File: src/rtl/mem_port_arbiter.sv
// rtl/mem_port_arbiter.sv - shares one fixed-latency memory port between instruction fetch and load/store
// Data accesses win over fetches; a fetched word blocked by a stall waits in a one-entry buffer.
module mem_port_arbiter #(
  parameter int MEM_LAT = 2
) (
  input  logic        clk,
  input  logic        reset,
  input  logic        if_req,
  input  logic [31:0] if_addr,
  input  logic        if_flush,
  input  logic        stall_in,
  input  logic        d_req,
  input  logic        d_we,
  input  logic [31:0] d_addr,
  input  logic [31:0] d_wdata,
  input  logic [31:0] mem_rdata,
  output logic        mem_en,
  output logic        mem_we,
  output logic [31:0] mem_addr,
  output logic [31:0] mem_wdata,
  output logic        if_valid,
  output logic [31:0] if_rdata,
  output logic        PC_IFWrite,
  output logic        d_done,
  output logic [31:0] d_rdata,
  output logic        stall_mem
);

  localparam logic [1:0] IDLE    = 2'd0;
  localparam logic [1:0] IF_BUSY = 2'd1;
  localparam logic [1:0] D_BUSY  = 2'd2;

  localparam logic [2:0] LAT = 3'(MEM_LAT);

  logic [1:0]  state;
  logic [2:0]  lat_cnt;
  logic        discard;
  logic        buf_full;
  logic [31:0] buf_data;
  logic        d_we_q;

  logic issue_d;
  logic issue_if;
  logic complete;
  logic if_complete;
  logic d_complete;
  logic if_word_live;

  always_comb begin
    issue_d      = (state == IDLE) && d_req;
    issue_if     = (state == IDLE) && !d_req && if_req && !buf_full;
    complete     = (state != IDLE) && (lat_cnt == LAT);
    if_complete  = complete && (state == IF_BUSY);
    d_complete   = complete && (state == D_BUSY);
    if_word_live = if_complete && !discard;
  end

  // Every output is forced low while reset is high so an abandoned access never leaks out.
  always_comb begin
    mem_en     = 1'b0;
    mem_we     = 1'b0;
    mem_addr   = 32'd0;
    mem_wdata  = 32'd0;
    if_valid   = 1'b0;
    if_rdata   = 32'd0;
    d_done     = 1'b0;
    d_rdata    = 32'd0;
    stall_mem  = 1'b0;
    PC_IFWrite = 1'b0;
    if (!reset) begin
      if (issue_d) begin
        mem_en    = 1'b1;
        mem_we    = d_we;
        mem_addr  = d_addr;
        mem_wdata = d_wdata;
      end else if (issue_if) begin
        mem_en   = 1'b1;
        mem_addr = if_addr;
      end
      if (buf_full) begin
        if_valid = 1'b1;
        if_rdata = buf_data;
      end else if (if_word_live) begin
        if_valid = 1'b1;
        if_rdata = mem_rdata;
      end
      d_done     = d_complete;
      d_rdata    = (d_complete && !d_we_q) ? mem_rdata : 32'd0;
      stall_mem  = d_req && !d_complete;
      PC_IFWrite = if_valid && !stall_in && !stall_mem;
    end
  end

  // lat_cnt reads 1 in the first cycle after issue, so completion lands at issue + MEM_LAT.
  always_ff @(posedge clk or posedge reset) begin
    if (reset) begin
      state   <= IDLE;
      lat_cnt <= 3'd0;
      discard <= 1'b0;
      d_we_q  <= 1'b0;
    end else begin
      case (state)
        IDLE: begin
          if (issue_d) begin
            state   <= D_BUSY;
            lat_cnt <= 3'd1;
            d_we_q  <= d_we;
          end else if (issue_if) begin
            state   <= IF_BUSY;
            lat_cnt <= 3'd1;
            discard <= 1'b0;
          end
        end
        IF_BUSY, D_BUSY: begin
          if (complete) begin
            state   <= IDLE;
            lat_cnt <= 3'd0;
            discard <= 1'b0;
          end else begin
            lat_cnt <= lat_cnt + 3'd1;
            if ((state == IF_BUSY) && if_flush) begin
              discard <= 1'b1;
            end
          end
        end
        default: begin
          state   <= IDLE;
          lat_cnt <= 3'd0;
          discard <= 1'b0;
        end
      endcase
    end
  end

  // A flush in the completion cycle drops the word rather than buffering it.
  always_ff @(posedge clk or posedge reset) begin
    if (reset) begin
      buf_full <= 1'b0;
      buf_data <= 32'd0;
    end else if (PC_IFWrite || if_flush) begin
      buf_full <= 1'b0;
    end else if (if_word_live) begin
      buf_full <= 1'b1;
      buf_data <= mem_rdata;
    end
  end

endmodule

File: config.mk
export PLATFORM = sky130hd
export DESIGN_NAME = mem_port_arbiter
export DESIGN_NICKNAME = d
export VERILOG_FILES = /design/src/rtl/mem_port_arbiter.sv
export SDC_FILE = /design/constraint.sdc
export NUM_CORES = 1
export LEC_CHECK = 0
export CORE_AREA = 4 4 101 103
export CTS_BUF_LIST = sky130_fd_sc_hd__clkbuf_8
export CTS_CLUSTER_DIAMETER = 30
export DETAILED_ROUTE_END_ITERATION = 6
export DIE_AREA = 0 0 105 107
export PLACE_DENSITY = 0.82
export SETUP_SLACK_MARGIN = 0.15
export SYNTH_ARGS = -nofsm -noshare
export SYNTH_HDL_FRONTEND = slang
export SYNTH_SLANG_ARGS = --single-unit
export TNS_END_PERCENT = 30
File: constraint.sdc
create_clock -name clk -period 3.9 [get_ports clk]
set_clock_uncertainty 0.05 [all_clocks]
set_input_delay 0.39 -clock clk [delete_from_list [all_inputs] [get_ports clk]]
set_output_delay 0.39 -clock clk [all_outputs]
set_load 0.02 [all_outputs]
After elaboration in Yosys (flattened, before gate mapping) --
Cells that the tools add are included.
Storage, ports and cells: bits of input ports 135, logic and storage cells 82, bits in registers 40
Cells by class: bitwise gates (word level) 1, mux-type cells 37, $add $sub $neg 1, reductions and logical operators 29, eq/ne operators 8
Operators with widths (count):
- 2-to-1 mux 32 bit | 10
- 2-to-1 mux 1 bit | 18
- logical AND 1 bit | 13
- 2-to-1 mux 3 bit | 3
- logical NOT 1 bit | 7
- 2-to-1 mux 2 bit | 3
- != test 2 bit, second input constant | 3
- != test 3 bit, second input constant | 2
- one-hot mux 3 bit (2 select lines) | 1
- AND reduction 2 bit | 3
- one-hot mux 2 bit (2 select lines) | 1
- nonzero test 2 bit | 2
- adder 3 x 1 -> 3 bit, second input constant | 1
- equality test 3 x 2 -> 1 bit, second input constant | 1
- AND reduction 3 bit | 1
- equality test 2 x 1 -> 1 bit, second input constant | 1
- equality test 2 bit, second input constant | 1
- logical NOT 2 bit | 1
- one-hot mux 1 bit (2 select lines) | 1
- OR reduction 2 bit | 1
- logical OR 1 bit | 1
- inverter 1 bit | 1

Logic depth before layout (Yosys ltp) --
word-level depth 13, gate-level depth with buffers 7, depth with buffers taken out 6

Least setup slack after synthesis --
Ideal clock, no wire load.
kind register to output, start reg state[0], end out if_rdata[0], required time 3.460 ns, cell stages (with the launch flop) 8, setup slack 1.315 ns, buffers on the path 1, data arrival time 2.145 ns, cell sequence dfrtp_1 > inv_1 > ha_1 > or3b_1 > nor3b_4 > clkbuf_1 > nand3b_1 > a21oi_1
Between the ends: cells in the longest elaborated chain, start to end 7, elaborated cells on any way between the ends 8
Ends and longest elaborated chain:
- start: declaration | RTL line 35 | logic [1:0] state;
- start signal: assignment | RTL line 97 | state <= IDLE;
- start signal: assignment | RTL line 105 | state <= D_BUSY;
- start signal: assignment | RTL line 109 | state <= IF_BUSY;
- nonzero test 2 bit | RTL line 52 | complete = (state != IDLE) && (lat_cnt == LAT);
- logical AND 1 bit | RTL line 52
- logical AND 1 bit * | RTL line 53 | if_complete = complete && (state == IF_BUSY);
- logical AND 1 bit * | RTL line 55 | if_word_live = if_complete && !discard;
- 2-to-1 mux 32 bit * | RTL line 83 | end else if (if_word_live) begin
- 2-to-1 mux 32 bit * | RTL line 80 | if (buf_full) begin
- 2-to-1 mux 32 bit * | RTL line 70 | if (!reset) begin
- end: declaration | RTL line 22 | output logic [31:0] if_rdata,
Mark *: on every way between the ends. The rest lies on a longest branch, timed or not.

Final worst setup path --
start reg state[0], end out PC_IFWrite
Between the ends: cells in the longest elaborated chain, start to end 10, elaborated cells on any way between the ends 16
Ends and longest elaborated chain:
- nonzero test 2 bit | RTL line 52
- logical AND 1 bit | RTL line 52
- logical AND 1 bit | RTL line 53
- logical AND 1 bit | RTL line 55
- 2-to-1 mux 1 bit | RTL line 83
- 2-to-1 mux 1 bit | RTL line 80
- 2-to-1 mux 1 bit | RTL line 70
- logical AND 1 bit | RTL line 90 | PC_IFWrite = if_valid && !stall_in && !stall_mem;
- logical AND 1 bit * | RTL line 90
- 2-to-1 mux 1 bit * | RTL line 70
- end: declaration | RTL line 23 | output logic PC_IFWrite,
Mark *: on every way between the ends. The rest lies on a longest branch, timed or not. The select of a mux whose other input is x is not followed.

==> flow_summary.toml <==
[sta]
drv_slew = 0
period_needed_ns = 3.449
rsz0062_at_grt = "no"
tightest_slew_ns = 0.5922
timing.hold.ws_ns = 0.4389
setup_viol = 0
post-route-period-util_pct = 88.42
setup_ws_ns = 0.4515
max_freq_mhz = 290.0
setup-tns-final_ns = 0
max-slew-margin-rel_pct = 60.31
finalHoldViolations = 0

[drt]
drc = 0
vias_per_cell = 5.136
wl_um = 15890
drtPass1Iterations = 4
routedWlPerCell_um = 22.35
ant_nets = 0
via_count = 3652
drtIter0Drc = 208

[grt]
antenna_found_initial = 3
grt_use_total_pct = 27.46
grt_pass1_vias = 3729
grt_first_pass_wirelength_um = 23190
grt_max_degree = 48
grt_overflow_total = 0

[cts]
h-tree-depth = 2
ctsHoldBuffers = 0
cts_tree = "built"
cts_made_buffers = 5
clockBufferDepth = 2
clk_latency_ns = 0.29
cts_sinks = 40
root_buffer = "clkbuf_8"
clkTransAtPathRegs_ns = 0.07
cts_resized = 0
postCtsSetupBuffers = 0

[setup_path]
cp_max_fo = 22
worstPathRequired_ns = 3.46
worstPathCellList = "inv_1, ha_1, or3b_1, nor3b_4, buf_4, nor2_1, nor2b_1, clkdlybuf4s50_1"
cp-end-kind = "output port"
worst_path_max_delay_cell = "clkdlybuf4s50_1"
startpoint_type = "register"
cp_slowest_stage_delay_ns = 0.66
crit_type = "reg -> out"
arrival_ns = 3.01

[status]
status = "completed"

[place]
place_ws_ns = 0.7870
place.port_buffers = 268
detailed_place_hpwl_um = 13730
gpl.final_weighted_congestion = 1.023

[die]
dieArea_um2 = 11240
floorplan.core_area_um2 = 9196
row_count = 35
io_pins = 269
start_util_pct = 33.01
die_w_um = 105
fp.dieH_um = 107

[finish]
drive_gt1_share_pct = 5.000
diodes = 0
multi_input_area_um2 = 1919
area_growth_syn_to_layout_pct = 95.75
fillers = 757
seq_area_um2 = 1001
layout_commonest_cell = "clkdlybuf4s50_1"
layout_common_cells = "clkdlybuf4s50_1, and2_1, dfrtp_1"
final_net_count = 740

[yosys]
ys_seq_elements = 40
seq_area_frac_synth_pct = 32.98
synth.avg_cell_area_um2 = 8.824
syn_inst = 344
syn_area_um2 = 3035
yosys_warnings = 0
synth_fp_nets = 485
ys_types = 29

[run]
drv_cap = 0

[pwr]
power_density_nw_per_um2 = 330.3
ir_worst_vdd_uv = 211.9
leakagePower_uw = 0.002380
power_uw = 1963

[min_path]
min_path_type = "reg -> reg"
-- through the flow --
stage | instances | util (%) | area, um2
floorplan | 344 | - | 3035
global placement | 703 | 63.44 | 5834
detailed placement | 703 | 63.44 | 5834
CTS | 711 | 64.61 | 5942
global route | 711 | 64.61 | 5942
finish | 711 | 64.61 | 5942
-- power breakdown --
| group | leakage (uW) | total (uW) | internal (uW) | switching, uW |
|---|---|---|---|---|
| Combinational | 0.00178 | 947 | 493 | 455 |
| Sequential | 0.000542 | 689 | 590 | 98.8 |
| Clock | 0.0000593 | 327 | 187 | 139 |
-- cell type report --
type                    count  share of cell area (%)
clock buffers               5                   1.158
multi-input cells         270                   32.30
inverters                   4                  0.2527
clock inverters             3                  0.6528
repair buffers            278                   46.45
well taps                 111                   2.337
flip-flops and latches     40                   16.85
-- path summary, 6_finish.rpt --
kind,cells after the start,endpoint,startpoint,slack [ns]
worst max-delay path,8,PC_IFWrite,state[0],0.45
worst min-delay path,1,buf_data[19],buf_data[19],0.44
worst max register to register,8,buf_data[17],state[0],0.86
worst min register to register,1,buf_data[19],buf_data[19],0.44
max in group asynchronous,4,buf_data[24],reset,2.52
min in group asynchronous,4,discard,reset,0.93
-- per-layer routing --
layer / global-route usage, % / wire [um] / vias to the layer above / share of wire, %
met2: 48.40 / 7973 / 177 / 50
met3: 11.92 / 1705 / 22 / 11
met4: 8.435 / 403 / 6 / 2.5
met1: 29.77 / 5767 / 1734 / 36
li1: - / - / 1713 / -
met5: 0 / 41 / - / 0.26
-- worst max-delay path: cells and delay by family (launching register included) --
kind / cells / cell delay, ns
simple gates: 4 / 1.02
buf+inv: 3 / 1.03
fa+ha+maj: 1 / 0.27
flops: 1 / 0.40
-- sequential cells by signal, summed over array words and instances, names as in the netlist --
signal and count:
buf_full 1, lat_cnt 3, d_we_q 1, state 2, discard 1, buf_data 32
-- logic make-up (layout without fill, tap and decap cells) --
family | Yosys count | in the layout | share of synthesized area (%)
and+or+nand+nor | 154 | 154 | 30.38
AOI/OAI and AO/OA | 77 | 77 | 17.35
DFF | 40 | 40 | 32.98
buffers and inverters | 34 | 290 | 4.575
muxes | 33 | 33 | 12.24
adders and majority gates | 6 | 6 | 2.473
-- cell usage after synthesis --
| cell | count | area share [%] |
|---|---|---|
| or2_2 | 1 | 0.21 |
| a211oi_1 | 1 | 0.25 |
| nand4bb_1 | 1 | 0.37 |
| buf_1 | 1 | 0.12 |
| o21ai_0 | 3 | 0.49 |
| buf_4 | 3 | 0.74 |
| clkbuf_1 | 26 | 3.2 |
| dfrtp_1 | 40 | 33 |
| nor2_1 | 8 | 0.99 |
| or3b_1 | 1 | 0.29 |
| nor3b_4 | 1 | 0.62 |
| mux2_2 | 3 | 1.1 |
| a22o_1 | 35 | 10 |
| mux2_1 | 30 | 11 |
| and3_1 | 1 | 0.21 |
| and2_1 | 66 | 14 |
| nand3b_1 | 32 | 7.9 |
| a31oi_1 | 1 | 0.21 |
| nor3b_1 | 1 | 0.25 |
| nand2_1 | 34 | 4.2 |
| nand2b_1 | 2 | 0.41 |
| a21oi_1 | 35 | 5.8 |
| nor2b_1 | 2 | 0.41 |
| nor3b_2 | 1 | 0.41 |
| ha_1 | 6 | 2.5 |
| nor3_1 | 3 | 0.49 |
| a21o_1 | 1 | 0.25 |
| inv_1 | 4 | 0.49 |
| o32ai_1 | 1 | 0.29 |
Note: power is estimated with default switching activity, not from simulation.
